==> src/rtl/gray_converter.sv <==
// Serial RGB-to-gray converter: collects R, G, B bytes, computes one gray value per pixel.
// Optional build macro GS_ROUND_EN adds round-half-up to the BT.601 and average modes.
module gray_converter #(
  parameter int DW    = 8,
  parameter int IMG_W = 2,
  parameter int IMG_H = 2
) (
  input  logic          clk,
  input  logic          rst_n,
  input  logic          gs_enable,
  input  logic [1:0]    mode,
  input  logic          din_valid,
  input  logic [DW-1:0] din,
  output logic          pause,
  output logic [DW-1:0] dout,
  output logic          dout_valid,
  input  logic          dout_ready,
  output logic          busy,
  output logic          gs_done
);

  localparam int NPIX = IMG_W * IMG_H;
  localparam int PW   = (NPIX > 1) ? $clog2(NPIX) : 1;
  localparam int IW   = DW + 10;

  localparam logic [PW-1:0] LAST_PIX = PW'(NPIX - 1);
  localparam logic [IW-1:0] K_R      = IW'(77);
  localparam logic [IW-1:0] K_G      = IW'(150);
  localparam logic [IW-1:0] K_B      = IW'(29);
  localparam logic [IW-1:0] K_AVG    = IW'(85);
  localparam logic [IW-1:0] MAXV     = {{10{1'b0}}, {DW{1'b1}}};
`ifdef GS_ROUND_EN
  localparam logic [IW-1:0] RND      = IW'(128);
`else
  localparam logic [IW-1:0] RND      = IW'(0);
`endif

  typedef enum logic [2:0] {IDLE, FILL, CALC, OUT, DONE} state_t;

  state_t        state;
  logic [1:0]    mode_reg;
  logic [1:0]    ch_cnt;
  logic [PW-1:0] pix_cnt;
  logic [DW-1:0] r_reg, g_reg, b_reg;

  logic [IW-1:0] r_w, g_w, b_w, sum;
  logic [DW-1:0] result;

  always_comb begin
    r_w = IW'(r_reg);
    g_w = IW'(g_reg);
    b_w = IW'(b_reg);
    sum = '0;
    case (mode_reg)
      2'd1:    sum = (r_w * K_R + g_w * K_G + b_w * K_B + RND) >> 8;
      2'd2:    sum = ((r_w + g_w + b_w) * K_AVG + RND) >> 8;
      // mode 3 falls back to the shift approximation
      default: sum = (r_w >> 2) + (r_w >> 5) + (g_w >> 1) + (g_w >> 4)
                   + (b_w >> 4) + (b_w >> 5);
    endcase
    result = (sum > MAXV) ? {DW{1'b1}} : sum[DW-1:0];
  end

  always_ff @(posedge clk or negedge rst_n) begin
    if (!rst_n) begin
      state      <= IDLE;
      mode_reg   <= 2'd0;
      ch_cnt     <= 2'd0;
      pix_cnt    <= '0;
      r_reg      <= '0;
      g_reg      <= '0;
      b_reg      <= '0;
      pause      <= 1'b0;
      dout       <= '0;
      dout_valid <= 1'b0;
      busy       <= 1'b0;
      gs_done    <= 1'b0;
    end else begin
      gs_done <= 1'b0;
      // losing the enable mid-frame discards everything and returns to IDLE
      if (state != IDLE && !gs_enable) begin
        state      <= IDLE;
        ch_cnt     <= 2'd0;
        pix_cnt    <= '0;
        pause      <= 1'b0;
        dout       <= '0;
        dout_valid <= 1'b0;
        busy       <= 1'b0;
      end else begin
        case (state)
          IDLE: begin
            if (gs_enable) begin
              mode_reg <= mode;
              ch_cnt   <= 2'd0;
              pix_cnt  <= '0;
              busy     <= 1'b1;
              state    <= FILL;
            end
          end
          FILL: begin
            if (din_valid) begin
              case (ch_cnt)
                2'd0:    r_reg <= din;
                2'd1:    g_reg <= din;
                default: b_reg <= din;
              endcase
              if (ch_cnt == 2'd2) begin
                ch_cnt <= 2'd0;
                pause  <= 1'b1;
                state  <= CALC;
              end else begin
                ch_cnt <= ch_cnt + 2'd1;
              end
            end
          end
          CALC: begin
            dout       <= result;
            dout_valid <= 1'b1;
            state      <= OUT;
          end
          OUT: begin
            if (dout_ready) begin
              dout       <= '0;
              dout_valid <= 1'b0;
              pix_cnt    <= pix_cnt + PW'(1);
              if (pix_cnt == LAST_PIX) begin
                gs_done <= 1'b1;
                state   <= DONE;
              end else begin
                pause <= 1'b0;
                state <= FILL;
              end
            end
          end
          DONE: begin
            pix_cnt <= '0;
            pause   <= 1'b0;
            busy    <= 1'b0;
            state   <= IDLE;
          end
          default: state <= IDLE;
        endcase
      end
    end
  end

endmodule

==> config.mk <==
export PLATFORM = sky130hd
export DESIGN_NAME = gray_converter
export DESIGN_NICKNAME = d
export VERILOG_FILES = /design/src/rtl/gray_converter.sv
export SDC_FILE = /design/constraint.sdc
export NUM_CORES = 1
export LEC_CHECK = 0
export ABC_CLOCK_PERIOD_IN_PS = 6000
export CORE_MARGIN = 2
export CORE_UTILIZATION = 58
export CTS_CLUSTER_DIAMETER = 150
export DETAILED_ROUTE_END_ITERATION = 6
export PLACE_DENSITY = 0.76
export SLEW_MARGIN = 20
export SYNTH_ARGS = -nofsm -noshare
export SYNTH_HDL_FRONTEND = slang
export SYNTH_SLANG_ARGS = --single-unit
==> constraint.sdc <==
create_clock -name clk -period 6 [get_ports clk]
set_clock_uncertainty 0.2 [all_clocks]
set_input_delay 1.8 -clock clk [delete_from_list [all_inputs] [get_ports clk]]
set_output_delay 1.8 -clock clk [all_outputs]
set_load 0.05 [all_outputs]
# Yosys cells after proc, flatten, opt, wreduce, memory -nomap -nowiden
# Index checks and enable logic that the tools add are counted.
[word_totals]
register_bits = 45
latch_bits = 0
ram_bits = 0
rom_bits = 0
input_bits = 15
out_inout_bits = 12
mem_count = 0
[classes]
addsub = 11
n_mul = 4
n_div = 0
order_cmp = 1
eq_ne = 14
n_shift = 0
n_mux = 36
bitwise_logic = 2
n_reduce_logical = 21
[op_table]
columns = ["operator", "n"]
rows = [
  ["$pmux 18 s2", 1],
  ["$mul 8x7->15 const B", 2],
  ["$mux 8", 3],
  ["$add 17x13->18", 1],
  ["$gt 18x8->1 const B", 1],
  ["$mux 3", 6],
  ["$add 15x16->17", 1],
  ["$mul 10x7->17 const B", 1],
  ["$pmux 8 s2", 1],
  ["$reduce_and 4->1", 4],
  ["$ne 3x3->1 const B", 5],
  ["$mul 8x5->13 const B", 1],
  ["$mux 1", 13],
  ["$mux 2", 6],
  ["$pmux 3 s4", 1],
  ["$reduce_bool 3->1", 4],
  ["$add 10x3->11", 1],
  ["$add 9x4->10", 1],
  ["$add 9x8->10", 1],
  ["$add 8x4->9", 1],
  ["$add 8x8->9", 1],
  ["$reduce_and 3->1", 3],
  ["$add 7x7->8", 1],
  ["$reduce_bool 4->1", 2],
  ["19 further kinds", 27],
]

# Logic depth before layout (Yosys ltp)
[depth]
depth_word = 10
mapped_depth = 25
ltp_nobuf = 25

# Worst setup path before layout
# No wires, ideal clock.
[synth_timing]
kind = "register to register"
startpoint = "reg g_reg[6]"
endpoint = "reg dout[1]"
setup_time_ns = 0.126
t_arrival_ns = 6.200
required_ns = 5.674
slack_ns = -0.526
path_stages_with_launch = 25
n_path_buf = 0
cell_sequence = "dfrtp_1 -> ha_1 -> ha_1 -> inv_1 -> fa_1 -> fa_1 -> inv_1 -> ha_1 -> o21a_1 -> nor2_1 -> xnor2_1 -> ha_1 -> fa_1 -> inv_1 -> fa_1 -> fa_1 -> inv_1 -> ha_1 -> a21oi_1 -> nor4bb_1 -> nor2_1 -> o31a_2 -> a21o_1 -> o21a_1 -> a221o_1"
[synth_via]
elab_chain_len = 9
elab_cells_between_ends = 15
[synth_lines]
columns = ["item", "line_no", "rtl"]
rows = [
  ["from (decl)", "44", "logic [DW-1:0] r_reg, g_reg, b_reg;"],
  ["from (signal assigned)", "104", "2'd1: g_reg <= din;"],
  ["branches (longest 4 deep; another with $add 17x13->18)", "-", ""],
  ["$pmux 18 s2 *", "54", "case (mode_reg)"],
  ["$gt 18x8->1", "61", "result = (sum > MAXV) ? {DW{1'b1}} : sum[DW-1:0];"],
  ["$mux 8 *", "61", ""],
  ["$pmux 8 s2 *", "90", "case (state)"],
  ["$mux 8 *", "81", "if (state != IDLE && !gs_enable) begin"],
  ["to (signal assigned)", "117", "dout <= result;"],
  ["to (decl)", "15", "output logic [DW-1:0] dout,"],
]
# Every way passes the cells marked *.
# A chain may end at the register's enable or synchronous reset.

# Worst setup path in the final report
[layout_timing]
startpoint = "reg g_reg[5]"
endpoint = "reg dout[1]"
# Same word-level chain as after synthesis.

==> results.ini <==
[logic_synthesis]
syn_area_mm2=0.00753
async_flop_share_pct=100
synth_edf_count=0
synthTopCellsByArea=ha_1 25%, fa_1 24%, dfrtp_1 15%, inv_1 8.4%, mux2_2 3.0%
ys_seq_area_share_pct=15.0
synth-warning-count=0
ys_ff_latch=45
syn_inst=779
synth_area_leader_cell=ha_1
ys.flop_type=dfrtp_1
synth.top_cell.area_share_pct=24.6
syn_area_per_cell_um2=9.67
synth_fp_nets=1033
ys_types=56

[critical_path]
cp_common_cell=ha_1
cp_data_required_time_ns=5.99
slowest_stage=fa_2
cp-startpoint=g_reg[5]$_DFFE_PN0P_
cp_max_fo=6
r2r_slack_ns=-0.28
start_kind=flop
cp.arrival_ns=6.27
r2r_start=g_reg[5]$_DFFE_PN0P_
worst_r2r_endpoint=dout[1]$_DFFE_PN0P_
critical_path_class=reg2reg
endpoint_kind=flop
crit_end=dout[1]$_DFFE_PN0P_
crit_chain=buf_4 -> ha_1 -> ha_1 -> fa_1 -> ha_1 -> ha_1 -> xnor2_1 -> ha_1 -> fa_1 -> inv_2 -> fa_2 -> fa_1 -> inv_2 -> ha_4 -> a21oi_2 -> nor4bb_2 -> nor2_1 -> o31a_2 -> a21o_1 -> o21a_1 -> a221o_1
reg2reg_depth=21
slowest_delay_ns=0.53

[run_status]
violations=negative setup slack
outcome=complete, but fails checks

[placement]
placedCellCount=1039
portBuffers=26
place_congestion=0.909
dp_hpwl_um=15100

[cts]
numCtsBuffers=5
clk_latency_ns=0.30
cts.path.max_buffers=2
cts.sinks=45
h-tree-depth=2
clockRootBuffer=clkbuf_16
clkTransAtPathRegs_ns=0.08
cts_tree=yes

[hold_path]
min_path_type=reg2reg
min_path_cells=2

[finish]
antenna_cells=0
nets=1133
final_cell_count_no_fill=1052
layout_commonest_cell=inv_1
syn_to_final_growth_pct=19.4
layout-drive-gt1-share_pct=18.6
layout_common_cells=165 x inv_1, 133 x ha_1, 89 x fa_1

[route]
routedWlPerCell_um=17.7
first_pass_iters=5
antenna_violating_nets_post_route=0
vias=6008
routed_wl_um=18600
post-route-drc-count=0
drtIter0Drc=270
viasPerCell=5.71

[floorplan]
die_y_um=118
rows=41
die-area_mm2=0.0139
placeableCoreArea_mm2=0.0127
fp.dieW_um=118
initial_core_util_pct=59.4
io_pins=27

[grt]
overflow=0
grt_usage_pct=27.9
grt_pass1_wl_um=31000
grt_pass1_vias=6606
antenna_found_initial=0
grt_max_degree=46

[sta]
fin_crit_sh_pct=105
setup_viol=8
tightest_slew_ns=0.735
post-route-min-period_ns=6.28
drv_slew=0
rsz0062_at_grt=yes
fmax_mhz=159
timing.final.ws_setup_ns=-0.285
maxSlewHeadroom_pct=50.7
finalHoldViolCount=0

[run]
maxCapViolations=0

synthesized netlist by cell type, types with 2 or more instances:
master / n
o211ai_1: 3
and4_1: 2
xor2_1: 12
nand2_1: 37
a22oi_1: 3
mux2i_1: 6
and2_1: 3
a21oi_1: 29
o21ai_0: 27
nand3b_1: 4
a211oi_1: 6
nand3_1: 9
mux2_2: 20
a221oi_1: 2
dfrtp_1: 45
o2111ai_1: 2
a41oi_1: 2
a21o_1: 9
o311ai_0: 4
clkbuf_1: 8
a32oi_1: 3
o31ai_1: 2
ha_1: 148
o41ai_1: 5
o21a_1: 8
a221o_1: 3
nand4_1: 3
fa_1: 91
nor2_1: 32
buf_2: 4
a31oi_1: 6
o21bai_1: 2
inv_1: 169
or2_2: 4
o31a_1: 2
xnor2_1: 17
nor2b_1: 6
a311o_1: 2
and3_1: 5
o21ai_2: 2
nand2b_1: 5
nor3_1: 13
worst min-delay path by stage:
| stage | from | end | slack, ns |
|---|---|---|---|
| 6_report | dout_valid$_DFFE_PN0P_ | dout_valid$_DFFE_PN0P_ | 0.29 |
| 5_1_grt | dout_valid$_DFFE_PN0P_ | dout_valid$_DFFE_PN0P_ | 0.34 |
| 4_1_cts | dout_valid$_DFFE_PN0P_ | dout_valid$_DFFE_PN0P_ | 0.30 |
| 3_5_place_dp | dout_valid$_DFFE_PN0P_ | dout_valid$_DFFE_PN0P_ | 0.27 |
| 3_3_place_gp | dout_valid$_DFFE_PN0P_ | dout_valid$_DFFE_PN0P_ | 0.26 |
| 2_1_floorplan | pix_cnt[1]$_DFFE_PN0P_ | pix_cnt[1]$_DFFE_PN0P_ | 0.27 |
kinds of logic (layout without fill, tap and decap cells):
logic type | Yosys count | count (layout) | share of synthesized area (%)
simple gates | 127 | 127 | 8.14
fa+ha+maj | 239 | 239 | 48.8
buf+inv | 181 | 282 | 9.09
flops | 45 | 45 | 15.0
compound gates | 132 | 132 | 11.9
mux | 26 | 26 | 3.79
xor+xnor | 29 | 29 | 3.37
critical path, delay by kind of cell (launching register included):
| kind | cells | cell delay [ns] |
|---|---|---|
| adders and majority gates | 10 | 3.72 |
| DFF | 1 | 0.44 |
| buffers and inverters | 3 | 0.33 |
| xor gates and xnor gates | 1 | 0.15 |
| and+or+nand+nor | 2 | 0.35 |
| AOI/OAI and AO/OA | 5 | 0.98 |
per-layer routing:
metal / up-vias / GRT usage (%) / share of wire [%]
met5: - / 0 / 0
met1: 2975 / 33.3 / 40
met3: 75 / 3.78 / 3.6
met2: 153 / 49.3 / 51
met4: 0 / 13.6 / 5.0
li1: 2805 / - / -
layout make-up:
cell class | instances | area, um^2
Timing Repair Buffer | 105 | 848
Clock inverter | 3 | 25.0
Clock buffer | 5 | 125
Inverter | 169 | 634
Fill cell | 924 | 3680
Sequential cell | 45 | 1130
Multi-Input combinational cell | 553 | 6010
Tap cell | 172 | 215
stage by stage:
stage	hold WS [ns]	setup TNS (ns)	utilization (%)	setup slack (ns)	instance area [um^2]
after floorplan	0.270	-0.443	-	-0.0880	7650
final	0.287	-1.98	70.9	-0.285	8990
after global placement	0.264	-2.02	68.1	-0.266	8620
after CTS	0.296	-1.87	70.2	-0.269	8900
after detailed placement	0.271	-3.25	68.1	-0.432	8620
after global routing	0.341	-3.77	70.9	-0.492	8990
repair_timing:
action	in CTS	in global routing
setup buffers	3	2
resized for setup	13	16
setup endpoints to repair	8	8
pin swaps	18	7
hold buffers	0	0
Power is left out: the tool's default activity adds up to more than one toggle a clock period on the data nets, which glitch-free logic cannot reach.
